**src/rtl/wrq_pkg.sv**
```systemverilog
// Shared constants for the RAH write request queue: default build sizes and FSM state codes.
package wrq_pkg;

    localparam int unsigned WRQ_TOTAL_APPS   = 8;
    localparam int unsigned WRQ_APP_ID_WIDTH = 3;
    localparam int unsigned WRQ_DATA_WIDTH   = 48;
    localparam int unsigned WRQ_LEN_WIDTH    = 16;

    typedef logic [1:0] wrq_state_t;

    localparam logic [1:0] ST_IDLE    = 2'd0;
    localparam logic [1:0] ST_PAYLOAD = 2'd1;
    localparam logic [1:0] ST_DROP    = 2'd2;

endpackage

```
**src/rtl/wrq_if.sv**
```systemverilog
// Link-side word stream plus per-app write-queue strobes of the write request queue.
interface wrq_if
    import wrq_pkg::*;
#(
    parameter int unsigned TOTAL_APPS   = WRQ_TOTAL_APPS,
    parameter int unsigned APP_ID_WIDTH = WRQ_APP_ID_WIDTH,
    parameter int unsigned DATA_WIDTH   = WRQ_DATA_WIDTH
);

    // Handshake: a word moves on a rising clk edge where in_valid && in_ready are both high.
    // in_data must hold while in_valid is high and in_ready is low; in_ready may depend
    // combinationally on data_queue_full but never on in_valid.
    logic [DATA_WIDTH-1:0]   in_data;
    logic                    in_valid;
    logic                    in_ready;
    logic [TOTAL_APPS-1:0]   data_queue_full;
    logic [TOTAL_APPS-1:0]   wr_en;
    logic [DATA_WIDTH-1:0]   wr_data;
    logic [APP_ID_WIDTH-1:0] app_id;
    logic                    write_done;
    logic                    bad_app;
    logic                    busy;
    wrq_state_t              state;

    modport master (
        output in_data, in_valid, data_queue_full,
        input  in_ready, wr_en, wr_data, app_id, write_done, bad_app, busy, state
    );

    modport slave (
        input  in_data, in_valid, data_queue_full,
        output in_ready, wr_en, wr_data, app_id, write_done, bad_app, busy, state
    );

endinterface

```
**src/rtl/wrq.sv**
```systemverilog
// Write request queue: decodes frame headers from the link and steers payload words
// into the addressed app's write queue, dropping frames for apps that do not exist.
module wrq
    import wrq_pkg::*;
#(
    parameter int unsigned TOTAL_APPS   = WRQ_TOTAL_APPS,
    parameter int unsigned APP_ID_WIDTH = WRQ_APP_ID_WIDTH,
    parameter int unsigned DATA_WIDTH   = WRQ_DATA_WIDTH,
    parameter int unsigned LEN_WIDTH    = WRQ_LEN_WIDTH
) (
    input logic  clk,
    input logic  rst_n,
    wrq_if.slave bus
);

    localparam logic [APP_ID_WIDTH:0] NUM_APPS = (APP_ID_WIDTH + 1)'(TOTAL_APPS);
    localparam logic [LEN_WIDTH-1:0]  LEN_ONE  = LEN_WIDTH'(1);
    localparam logic [TOTAL_APPS-1:0] ONE_HOT0 = TOTAL_APPS'(1);

    wrq_state_t              state;
    logic [LEN_WIDTH-1:0]    remaining;
    logic [APP_ID_WIDTH-1:0] app_id_q;
    logic [TOTAL_APPS-1:0]   wr_en_q;
    logic [DATA_WIDTH-1:0]   wr_data_q;
    logic                    write_done_q;
    logic                    bad_app_q;
    logic                    busy_q;

    logic                    ready;
    logic                    accept;
    logic                    target_full;
    logic                    hdr_bad;
    logic [APP_ID_WIDTH-1:0] hdr_app;
    logic [LEN_WIDTH-1:0]    hdr_len;
    logic [TOTAL_APPS-1:0]   app_onehot;

    assign hdr_app    = bus.in_data[APP_ID_WIDTH-1:0];
    assign hdr_len    = bus.in_data[APP_ID_WIDTH+LEN_WIDTH-1:APP_ID_WIDTH];
    assign hdr_bad    = ({1'b0, hdr_app} >= NUM_APPS);
    assign app_onehot = ONE_HOT0 << app_id_q;

    // PAYLOAD is only entered for a valid app id; the guard keeps the index in range.
    assign target_full = ({1'b0, app_id_q} < NUM_APPS) ? bus.data_queue_full[app_id_q] : 1'b1;

    always_comb begin
        ready = 1'b1;
        case (state)
            ST_PAYLOAD: ready = !target_full;
            default:    ready = 1'b1;
        endcase
    end

    assign accept = bus.in_valid && ready;

    always_ff @(posedge clk or negedge rst_n) begin
        if (!rst_n) begin
            state        <= ST_IDLE;
            remaining    <= '0;
            app_id_q     <= '0;
            wr_en_q      <= '0;
            wr_data_q    <= '0;
            write_done_q <= 1'b0;
            bad_app_q    <= 1'b0;
            busy_q       <= 1'b0;
        end else begin
            wr_en_q      <= '0;
            write_done_q <= 1'b0;
            bad_app_q    <= 1'b0;
            case (state)
                ST_IDLE: begin
                    if (accept) begin
                        app_id_q  <= hdr_app;
                        remaining <= hdr_len;
                        if (hdr_bad) begin
                            bad_app_q <= 1'b1;
                            if (hdr_len != '0) begin
                                state <= ST_DROP;
                            end
                        end else if (hdr_len != '0) begin
                            state  <= ST_PAYLOAD;
                            busy_q <= 1'b1;
                        end
                    end
                end
                ST_PAYLOAD: begin
                    if (accept) begin
                        wr_data_q <= bus.in_data;
                        wr_en_q   <= app_onehot;
                        remaining <= remaining - LEN_ONE;
                        // Last beat: the done pulse rides with this write, and the next word is a header.
                        if (remaining == LEN_ONE) begin
                            write_done_q <= 1'b1;
                            busy_q       <= 1'b0;
                            state        <= ST_IDLE;
                        end
                    end
                end
                ST_DROP: begin
                    if (accept) begin
                        remaining <= remaining - LEN_ONE;
                        if (remaining == LEN_ONE) begin
                            state <= ST_IDLE;
                        end
                    end
                end
                default: begin
                    state <= ST_IDLE;
                end
            endcase
        end
    end

    assign bus.in_ready   = ready;
    assign bus.wr_en      = wr_en_q;
    assign bus.wr_data    = wr_data_q;
    assign bus.app_id     = app_id_q;
    assign bus.write_done = write_done_q;
    assign bus.bad_app    = bad_app_q;
    assign bus.busy       = busy_q;
    assign bus.state      = state;

endmodule

```
**src/flat_wrapper.sv**
```systemverilog
// flat-port wrapper written by rule: the top's interface ports become plain ports
module wrq_flat import wrq_pkg::*;
#(
    parameter int unsigned TOTAL_APPS   = WRQ_TOTAL_APPS,
    parameter int unsigned APP_ID_WIDTH = WRQ_APP_ID_WIDTH,
    parameter int unsigned DATA_WIDTH   = WRQ_DATA_WIDTH,
    parameter int unsigned LEN_WIDTH    = WRQ_LEN_WIDTH
)
  (clk, rst_n, bus_in_data, bus_in_valid, bus_data_queue_full, bus_in_ready, bus_wr_en, bus_wr_data, bus_app_id, bus_write_done, bus_bad_app, bus_busy, bus_state);
  wrq_if #(.TOTAL_APPS(TOTAL_APPS), .APP_ID_WIDTH(APP_ID_WIDTH), .DATA_WIDTH(DATA_WIDTH)) bus_i ();
  input logic clk;
  input logic rst_n;
  input wire logic [$bits(bus_i.in_data)-1:0] bus_in_data;
  input wire logic [$bits(bus_i.in_valid)-1:0] bus_in_valid;
  input wire logic [$bits(bus_i.data_queue_full)-1:0] bus_data_queue_full;
  output wire logic [$bits(bus_i.in_ready)-1:0] bus_in_ready;
  output wire logic [$bits(bus_i.wr_en)-1:0] bus_wr_en;
  output wire logic [$bits(bus_i.wr_data)-1:0] bus_wr_data;
  output wire logic [$bits(bus_i.app_id)-1:0] bus_app_id;
  output wire logic [$bits(bus_i.write_done)-1:0] bus_write_done;
  output wire logic [$bits(bus_i.bad_app)-1:0] bus_bad_app;
  output wire logic [$bits(bus_i.busy)-1:0] bus_busy;
  output wire logic [$bits(bus_i.state)-1:0] bus_state;
  assign bus_i.in_data = bus_in_data;
  assign bus_i.in_valid = bus_in_valid;
  assign bus_i.data_queue_full = bus_data_queue_full;
  assign bus_in_ready = bus_i.in_ready;
  assign bus_wr_en = bus_i.wr_en;
  assign bus_wr_data = bus_i.wr_data;
  assign bus_app_id = bus_i.app_id;
  assign bus_write_done = bus_i.write_done;
  assign bus_bad_app = bus_i.bad_app;
  assign bus_busy = bus_i.busy;
  assign bus_state = bus_i.state;
  wrq #(.TOTAL_APPS(TOTAL_APPS), .APP_ID_WIDTH(APP_ID_WIDTH), .DATA_WIDTH(DATA_WIDTH), .LEN_WIDTH(LEN_WIDTH)) u_core (.clk(clk), .rst_n(rst_n), .bus(bus_i));
endmodule
```
**config.mk**
```make
export PLATFORM = sky130hd
export DESIGN_NAME = wrq_flat
export DESIGN_NICKNAME = d
export VERILOG_FILES = /design/src/rtl/wrq_pkg.sv /design/src/rtl/wrq_if.sv /design/src/rtl/wrq.sv /design/src/flat_wrapper.sv
export SDC_FILE = /design/constraint.sdc
export NUM_CORES = 1
export LEC_CHECK = 0
export CAP_MARGIN = 20
export CORE_MARGIN = 10
export CORE_UTILIZATION = 45
export CTS_CLUSTER_DIAMETER = 50
export DETAILED_ROUTE_END_ITERATION = 12
export GPL_TIMING_DRIVEN = 0
export PLACE_DENSITY = 0.86
export SYNTH_ARGS = -nofsm -noshare
export SYNTH_HDL_FRONTEND = slang
export SYNTH_SLANG_ARGS = --single-unit
```
**constraint.sdc**
```tcl
create_clock -name clk -period 2.7 [get_ports clk]
set_input_delay 0.81 -clock clk [delete_from_list [all_inputs] [get_ports clk]]
set_output_delay 0.81 -clock clk [all_outputs]
set_load 0.02 [all_outputs]
```
# After elaboration in Yosys (flattened, before gate mapping)
# Cells that the tools add are included.
[classes]
n_mux = 21
shifts = 1
n_addsub = 1
n_reduce_logical = 12
order_cmp = 1
n_eq_ne = 9
[op_table]
columns = ["operator", "count"]
rows = [
  ["$mux 16", 2],
  ["$pmux 16 s2", 1],
  ["$eq 16x1->1 const B", 1],
  ["$mux 8", 2],
  ["$reduce_bool 16->1", 1],
  ["$sub 16x1->16 const B", 1],
  ["$ne 2x1->1 const B", 6],
  ["$mux 1", 9],
  ["$mux 2", 4],
  ["$shl 1x3->8 const A", 1],
  ["$reduce_and 5->1", 1],
  ["$lt 3x4->1 const B", 1],
  ["$pmux 2 s2", 1],
  ["$reduce_and 2->1", 2],
  ["$reduce_and 4->1", 1],
  ["$reduce_bool 2->1", 2],
  ["$bmux 1 s3", 1],
  ["$reduce_and 3->1", 1],
  ["$eq 2x1->1 const B", 1],
  ["$eq 2x2->1 const B", 1],
  ["$logic_not 2->1", 1],
  ["$pmux 1 s2", 1],
  ["$reduce_or 2->1", 1],
  ["$logic_and 1x1->1", 1],
  ["$logic_not 1->1", 1],
]
[word_totals]
reg_bits = 79
wordCells = 52
output_inout_bits = 65
input_bits = 59

# Logic depth before layout (Yosys ltp)
# Gate-level depths: netlist of the first run.
[depth]
depth_word = 7
ltp_mapped = 8
ltp_nobuf = 5

# Worst setup path before layout of the first run
# OpenSTA, ideal clock, no wires.
[synth_path]
path_kind = "input -> output"
from = "input port bus_data_queue_full[7]"
to = "output port bus_in_ready"
required_time_ps = 1890
cell_stages = 4
slack_ps = 22
t_arrival_ps = 1868
path_buffers = 1
path_cell_list = "mux2i_1 mux4_2 buf_2 or2_2"
[synth_between]
elab_chain_len = 4
[synth_lines]
columns = ["item", "line", "rtl"]
rows = [
  ["start, declared", "flat_wrapper.sv:15", "input wire logic [$bits(bus_i.data_queue_full)-1:0] bus_data_queue_full;"],
  ["$bmux 1 s3", "wrq.sv:43", "assign target_full = ({1'b0, app_id_q} < NUM_APPS) ? bus.data_queue_full[app_id_q] : 1'b1;"],
  ["$mux 1 (implied by the code)", "wrq.sv:43", ""],
  ["$logic_not 1->1", "wrq.sv:48", "ST_PAYLOAD: ready = !target_full;"],
  ["$mux 1", "wrq.sv:47", "case (state)"],
  ["end, declared", "flat_wrapper.sv:16", "output wire logic [$bits(bus_i.in_ready)-1:0] bus_in_ready;"],
]
# No other way between the ends. The select of a mux whose other input is x is not followed.

# Final worst setup path of the first run
[layout_path]
from = "register u_core.app_id_q[1] (netlist: u_core.bus.app_id[1])"
to = "output port bus_in_ready"
[layout_between]
elab_chain_len = 4
[layout_lines]
columns = ["item", "line", "rtl"]
rows = [
  ["start, declared", "wrq.sv:22", "logic [APP_ID_WIDTH-1:0] app_id_q;"],
  ["start signal, assigned", "wrq.sv:72", "app_id_q <= hdr_app;"],
  ["$bmux 1 s3", "wrq.sv:43", ""],
  ["$mux 1 (implied by the code)", "wrq.sv:43", ""],
  ["$logic_not 1->1", "wrq.sv:48", ""],
  ["$mux 1", "wrq.sv:47", ""],
]
# No other way between the ends. The select of a mux whose other input is x is not followed.

==> results list, run 1 <==
- Entering global routing, the biggest net connects 56 pins.
- In this run the cell area of the synthesized design comes to 0.003457 sq mm.
- In this run, synthesis inferred 0 flip-flops with an integrated enable.
* Total track usage: 0.1854
- In the synthesized netlist, the number of instances is 377.
- Clock latency on the worst-skew pair, taken at its later pin, is 0.34 ns.
* Placement Rows: 31
- In this run the standard cell core region covers 0.007370 sq mm.
- For this run, asynchronously set or reset flops after synthesis account for 1.000.
- For this run, the leading register cell type out of synthesis is sky130_fd_sc_hd__dfrtp_1.
* Setup violation total in the final timing report: 1
- The min-delay analysis places its worst path in the category in -> async.
- OpenSTA, run right after detailed placement, puts the worst setup slack at -1.054 ns.
* Failing checks: negative setup slack
- Number of distinct library cells after synthesis: 48
* Number of optimization iterations in the first detailed-route pass: 5
- Yosys printed 0 warnings.
- The repair_antennas step left the layout with diodes totalling 0.
- Static leakage: 0.002339 uW
- Proportion of synthesized chip area in sequential cells: 0.5574
- Leaving out fill and tap cells, the most frequent cell in the layout is sky130_fd_sc_hd__nand2_1.
- Cell Pwr Density: 799.7 mW/mm^2
- Final core utilization: 0.6856
- Remaining global-route overflow: 0
- Endpoint type of the worst setup path: primary output
* Average wire per cell in the routed design: 17.24 microns
* Total count of hold-check failures in the final report: 0
- At the pin with the least slew margin, the transition time is 0.6329 ns.
- Global-route wire length before repair: 17,270 microns
- TritonCTS created 9 clock buffers.
- Number of global-route vias before repair: 3,365
- From bottom edge to top edge, the die measures 107.7 microns.
- Top achievable clock speed: 367.6 MHz
- The multi-input combinational cells in the finished layout cover a total of 0.001390 sq mm.
- Final weighted congestion in routability-driven placement: 0.9083
* Post-route fraction of the period consumed by the critical path: 1.007
* Number of antenna violations at the first check in global routing: 0
- # hold bufs at CTS: 0
- The worst pin sits at a relative slew slack of 0.5765.
- The floorplan step set the die width to 107.7 microns.
- STA classifies the critical path startpoint as a flip-flop.
* Clock-pin transition on the worst setup and hold timing paths: 0.08 ns
- Syn_area_per_cell: 9.170 sq um
- DR vias/cell: 5.179
- The filler cells instantiated in the layout total 593.
- During placement, the flow inserted port buffers numbering 121.
* Unrepaired setup endpoints after global routing: yes
- Initial DRC count: 151
- The top cell types in the final layout, fill and taps aside, are 160 x sky130_fd_sc_hd__nand2_1, 111 x sky130_fd_sc_hd__clkdlybuf4s50_1, 77 x sky130_fd_sc_hd__dfrtp_1.
- Clock tree synthesis found a total of 77 sinks.
- Layout cells sized above 1: 0.1075
* Io pins: 124
- Peak supply drop: 0.4304 mV
- Root cell of the clock tree: sky130_fd_sc_hd__clkbuf_8
* # Max-Cap Violations: 0
* DIE AREA: 0.01159 sq mm
- Outcome: finished with violations
* Wire length after detailed routing: 10,690 microns
- Worst R2R Setup Slack: 0.26 ns
* Shortest clock period the worst path allows after layout: 2.720 ns
* Final ANT Viol Nets: 0
- After legalization and detailed placement, the total HPWL measured 8012 microns.
- Final nets: 577
* Final worst-path setup slack: -0.02014 ns
* Initial core utilization: 0.4691
- Clock tree from TritonCTS: done
* Number of levels the H-tree was split into: 3
- Fin Clk Skew: 0.01194 ns
- Synthesis-stage register bit count: 77
- Kind of critical path: reg -> out
- Critical-path maximum fanout: 5
- After detailed routing, the number of remaining DRC violations is 0.
- For the worst setup path, the data required time is 1.89 ns.
* Area grow syn2layout: 46.15%
- The routed layout has 3,211 vias.
- Final slew viol count: 0
* Sequential cell area: 0.001927 sq mm
* Worst-case clock buffer depth: 2
* Data arrival time of the critical path: 1.91 ns
power by group:
group          internal (uW)  switching, uW
logic                    681            796
registers               1420            177
clock network            544            425
sequential cells by signal, summed over array words and instances (netlist names):
signal                 count
u_core.bus.app_id          3
u_core.bus.busy            1
u_core.bus.wr_data        48
u_core.bus.wr_en           8
u_core.bus.write_done      1
u_core.remaining          16
final timing paths:
check,from,end,depth (start not counted)
max,u_core.bus.app_id[1],bus_in_ready,5
min,rst_n,u_core.bus.wr_data[6],1
max reg2reg,u_core.bus.app_id[1],u_core.bus.wr_data[19],10
min reg2reg,u_core.bus.wr_data[18],u_core.bus.wr_data[18],2
max in group asynchronous,rst_n,u_core.bus.wr_data[13],2
min in group clk,u_core.bus.wr_data[18],u_core.bus.wr_data[18],2
through the flow:
step | instance area (sq um) | hold slack [ns] | total power [uW] | setup TNS [ns] | instances
detailed placement | 4821 | 0.4617 | 3082 | -6.569 | 599
floorplan | 3461 | 0.4782 | 2318 | 0 | 378
CTS | 5041 | 0.3530 | 4073 | -0.1582 | 618
global placement | 4796 | 0.4573 | 3033 | -142.31 | 598
global route | 5052 | 0.3654 | 4277 | -0.07004 | 620
finish | 5052 | 0.3583 | 4040 | -0.02014 | 620
layer usage:
metal  vias to the layer above  global-route usage  part of all wire
li1                       1543                   -                 -
met1                      1491              0.2243              0.40
met2                       161              0.2953              0.48
met3                        16             0.06527              0.11
met4                         0             0.07347             0.017
met5                         -                   0                 0
area by class of cell:
cell class                 count  area share
tap                           99     0.02452
clock buffer                  10     0.02724
timing repair buffer         128      0.2459
inverter                       5    0.003715
multi-input combinational    274      0.2751
sequential                    77      0.3814
clock inverter                 6     0.01709
buffer                        21     0.02501
synthesized netlist by cell type (4+ instances only):
cell | count | area [sq um]
sky130_fd_sc_hd__a21oi_1 | 9 | 45.04
sky130_fd_sc_hd__buf_2 | 8 | 40.04
sky130_fd_sc_hd__buf_4 | 4 | 30.03
sky130_fd_sc_hd__clkbuf_1 | 7 | 26.28
sky130_fd_sc_hd__dfrtp_1 | 77 | 1927
sky130_fd_sc_hd__inv_1 | 4 | 15.01
sky130_fd_sc_hd__mux2i_1 | 6 | 60.06
sky130_fd_sc_hd__nand2_1 | 160 | 600.6
sky130_fd_sc_hd__nand3_1 | 10 | 50.05
sky130_fd_sc_hd__nor2_1 | 12 | 45.04
sky130_fd_sc_hd__nor3_1 | 6 | 30.03
sky130_fd_sc_hd__nor4_1 | 6 | 37.54
sky130_fd_sc_hd__o21ai_0 | 4 | 20.02
sky130_fd_sc_hd__o22ai_1 | 7 | 43.79
cell families after synthesis:
logic type,count (synthesis),synth area share
fa+ha+maj,2,0.007237
flops,77,0.5574
compound gates,44,0.08831
buf+inv,27,0.04235
mux,7,0.02389
simple gates,219,0.2798
other cells,1,0.001085
timing repair:
action | CTS | global route
pin swaps | 1 | 1
buffers inserted | 3 | 3
resized for setup | 34 | 0
cloned | 0 | 0
setup endpoints to repair | 1 | 1
worst max-delay path, stage by stage, from the launching register on:
cell and delay, ns:
sky130_fd_sc_hd__dfrtp_1 0.39, sky130_fd_sc_hd__buf_6 0.14, sky130_fd_sc_hd__mux2i_1 0.12, sky130_fd_sc_hd__mux4_2 0.52, sky130_fd_sc_hd__or2_4 0.27, sky130_fd_sc_hd__buf_6 0.13
Note: power is estimated with default switching activity, not from simulation.
==> run 2: changes to the inputs <==
--- a/config.mk
+++ b/config.mk
@@ -8,7 +8,6 @@
 export CAP_MARGIN = 20
 export CORE_MARGIN = 10
 export CORE_UTILIZATION = 45
-export CTS_CLUSTER_DIAMETER = 50
 export DETAILED_ROUTE_END_ITERATION = 12
 export GPL_TIMING_DRIVEN = 0
 export PLACE_DENSITY = 0.86
==> results of run 2 <==
The final DEF is identical to that of run 1; final timing and power are the same.
==> run 3: changes to the inputs <==
--- a/config.mk
+++ b/config.mk
@@ -6,7 +6,7 @@
 export NUM_CORES = 1
 export LEC_CHECK = 0
 export CAP_MARGIN = 20
-export CORE_MARGIN = 10
+export CORE_MARGIN = 1.5
 export CORE_UTILIZATION = 45
 export DETAILED_ROUTE_END_ITERATION = 12
 export GPL_TIMING_DRIVEN = 0
==> run 3 against run 2 <==
The flow still finishes with violations (negative setup slack). Clock skew shrank 0.0016 ns. Clock power down 17%. Fmax fell by 5.1%. Flip-flop and latch count unchanged. Register-to-register slack better by 0.02 ns. Sequential share of layout area unchanged. Total power shrank 3.9%. Core utilization rose by 0.36 points. Die area down 29%. Setup slack got worse by 0.15 ns. Critical endpoint unchanged. Largest cell class unchanged. Highest routed layer unchanged.
==> results list, run 3 (synthesis gave the netlist of run 1 again) <==
* Outcome: finished with violations
- The checks that failed: negative setup slack.
- Final core utilization: 0.6892
- The min-delay analysis places its worst path in the category in -> async.
- Wire length after detailed routing: 9834 microns
- DIE AREA: 0.008217 sq mm
- Top achievable clock speed: 348.8 MHz
* # Max-Cap Violations: 0
- Total met3 wirelength after detailed routing: 763 microns
- In the detailed route, the total length drawn on met2 is 4711 microns.
* Total number of vias: 3,325
- The analysis attributes to cell leakage a power of 0.002325 uW.
- Fin Clk Skew: 0.01035 ns
* Placement Rows: 31
- Clock tree from TritonCTS: done
- After detailed routing, the average wire length per cell comes to 15.86 microns.
* Most frequent cells in the layout: 160 x sky130_fd_sc_hd__nand2_1, 111 x sky130_fd_sc_hd__clkdlybuf4s50_1, 77 x sky130_fd_sc_hd__dfrtp_1
* Clock net sink count: 77
- Global-route wire length before repair: 16,570 microns
- Signal routing reaches up to met4.
- Measured along the y axis, the die boundary spans 90.65 microns.
- Clock-pin transition on the worst setup and hold timing paths: 0.08 ns
* Final weighted congestion in routability-driven placement: 0.9318
- Required time worst endpoint: 1.89 ns
* Critical-path maximum fanout: 8
- Pin placement for this block handled 124 I/O pins.
- Prior to clock tree synthesis, the placed netlist has a worst setup slack of -1.024 ns.
- DR vias/cell: 5.363
* Data arrival time of the critical path: 2.06 ns
- Kind of critical path: reg -> out
- Worst slew margin relative to its limit: 0.6120
- Setup violation total in the final timing report: 1
- Once placement finished, the instance area stood at 0.004821 sq mm.
* Initial core utilization: 0.4716
- In this run the horizontal extent of the chip is 90.65 microns.
- Relative to the synthesized area, the layout overhead comes to 46.15%.
- Post-route DRC violation count: 0
- The tree is rooted in a sky130_fd_sc_hd__clkbuf_8.
* Commonest non-fill, non-tap cell in the layout: sky130_fd_sc_hd__nand2_1
* Source-to-sink clock delay at the later pin of the worst-skew pair: 0.35 ns
- VDD sags by at most 0.4859 mV.
- In the global route stage, overall resource usage came out at 0.2549.
- Setup repair after global routing could not meet its margin everywhere.
- Post-route fraction of the period consumed by the critical path: 1.062
- Wire length the detailed router placed on met1: 4011 microns
- Number of levels the H-tree was split into: 3
- Initial DRC count: 221
* Final worst-path setup slack: -0.1669 ns
- The clock passes through at most 2 buffers.
* Slew @ Worst Pin: 0.5799 ns
- Final ANT Viol Nets: 0
- The count of buffers added on input and output ports is 121.
- The region available for standard cell placement spans 0.007331 sq mm.
- Total count of hold-check failures in the final report: 0
- The number of antenna violations at the first check in global routing came to 0.
* Startpoint class of the critical path: flip-flop
- Shortest clock period the worst path allows after layout: 2.867 ns
- Fin Setup TNS: -0.1669 ns
- The worst setup path is captured at a primary output.
* Final slew viol count: 0
- In the final design database the tool counted 577 nets.
* Number of global-route vias before repair: 3,394
- Sum of net half-perimeters after detailed placement: 7112 microns
* Cell Pwr Density: 768.2 mW/mm^2
- Maximum number of pins on one net before global-route repair: 68
* Layout cells sized above 1: 0.09981
* Number of buffers inserted during clock tree synthesis: 9
* Number of optimization iterations in the first detailed-route pass: 6
- Ant diodes: 0
- The register with the most flip-flops in the layout has 48 of them.
- Once layout is done, the placed cells without fillers occupy 0.005052 sq mm.
- Remaining global-route overflow: 0
[run 3: cell count changes in the layout (fill, tap and decap cells not counted), sizes merged]
cell | before | now
buf | 29 | 23
bufinv | 2 | 0
clkdlybuf4s15 | 0 | 5
clkinvlp | 1 | 2
dlygate4sd2 | 0 | 1
inv | 4 | 5
[run 3: final timing paths]
| path | end | cells past startpoint | startpoint | slack, ns |
|---|---|---|---|---|
| hold / removal | u_core.remaining[3] | 1 | rst_n | 0.28 |
| min in group clk | u_core.bus.wr_data[2] | 2 | u_core.bus.wr_data[2] | 0.48 |
| max in group asynchronous | u_core.remaining[12] | 2 | rst_n | 1.84 |
| setup / recovery | bus_in_ready | 6 | u_core.bus.app_id[1] | -0.17 |
| setup reg to reg | u_core.bus.wr_en[2] | 9 | u_core.bus.app_id[1] | 0.28 |
| hold reg to reg | u_core.bus.wr_data[2] | 2 | u_core.bus.wr_data[2] | 0.48 |
[run 3: metal layers]
metal / global-route usage / vias to the layer above
li1: - / 1543
met1: 0.3184 / 1564
met5: 0 / -
met4: 0.1243 / 0
met2: 0.4160 / 180
met3: 0.05808 / 38
[run 3: where the power goes]
group          internal, uW  total (uW)  switching, uW
logic                   687        1480            793
clock network           363         800            437
registers              1420        1600            184
[run 3: metrics by stage]
stage | std cells | hold WS, ns | total power (uW)
3_3_place_gp | 598 | 0.4572 | 3010
2_1_floorplan | 378 | 0.4782 | 2318
3_5_place_dp | 599 | 0.4611 | 3068
5_1_grt | 620 | 0.2877 | 4101
4_1_cts | 619 | 0.2860 | 3903
6_report | 620 | 0.2831 | 3881
[run 3: critical path, cell delays in order, from the launching register on]
cell                      delay (ns)
sky130_fd_sc_hd__dfrtp_1        0.39
sky130_fd_sc_hd__buf_6          0.15
sky130_fd_sc_hd__mux2i_2        0.16
sky130_fd_sc_hd__mux4_2         0.50
sky130_fd_sc_hd__buf_6          0.14
sky130_fd_sc_hd__or2_4          0.23
sky130_fd_sc_hd__buf_6          0.13
[run 3: final cells by class]
type / count / area (sq um)
inverter: 5 / 18.77
tap: 99 / 123.9
clock buffer: 10 / 137.6
fill: 561 / 2278
sequential: 77 / 1927
clock inverter: 6 / 46.29
multi-input combinational: 274 / 1394
timing repair buffer: 128 / 1271
buffer: 21 / 133.9
[run 3: timing repair]
action                     in CTS  in global routing
setup endpoints to repair      11                 11
setup buffers                   4                  2
hold buffers                    0                  0
resized for setup              29                  1
pin swaps                       1                  1
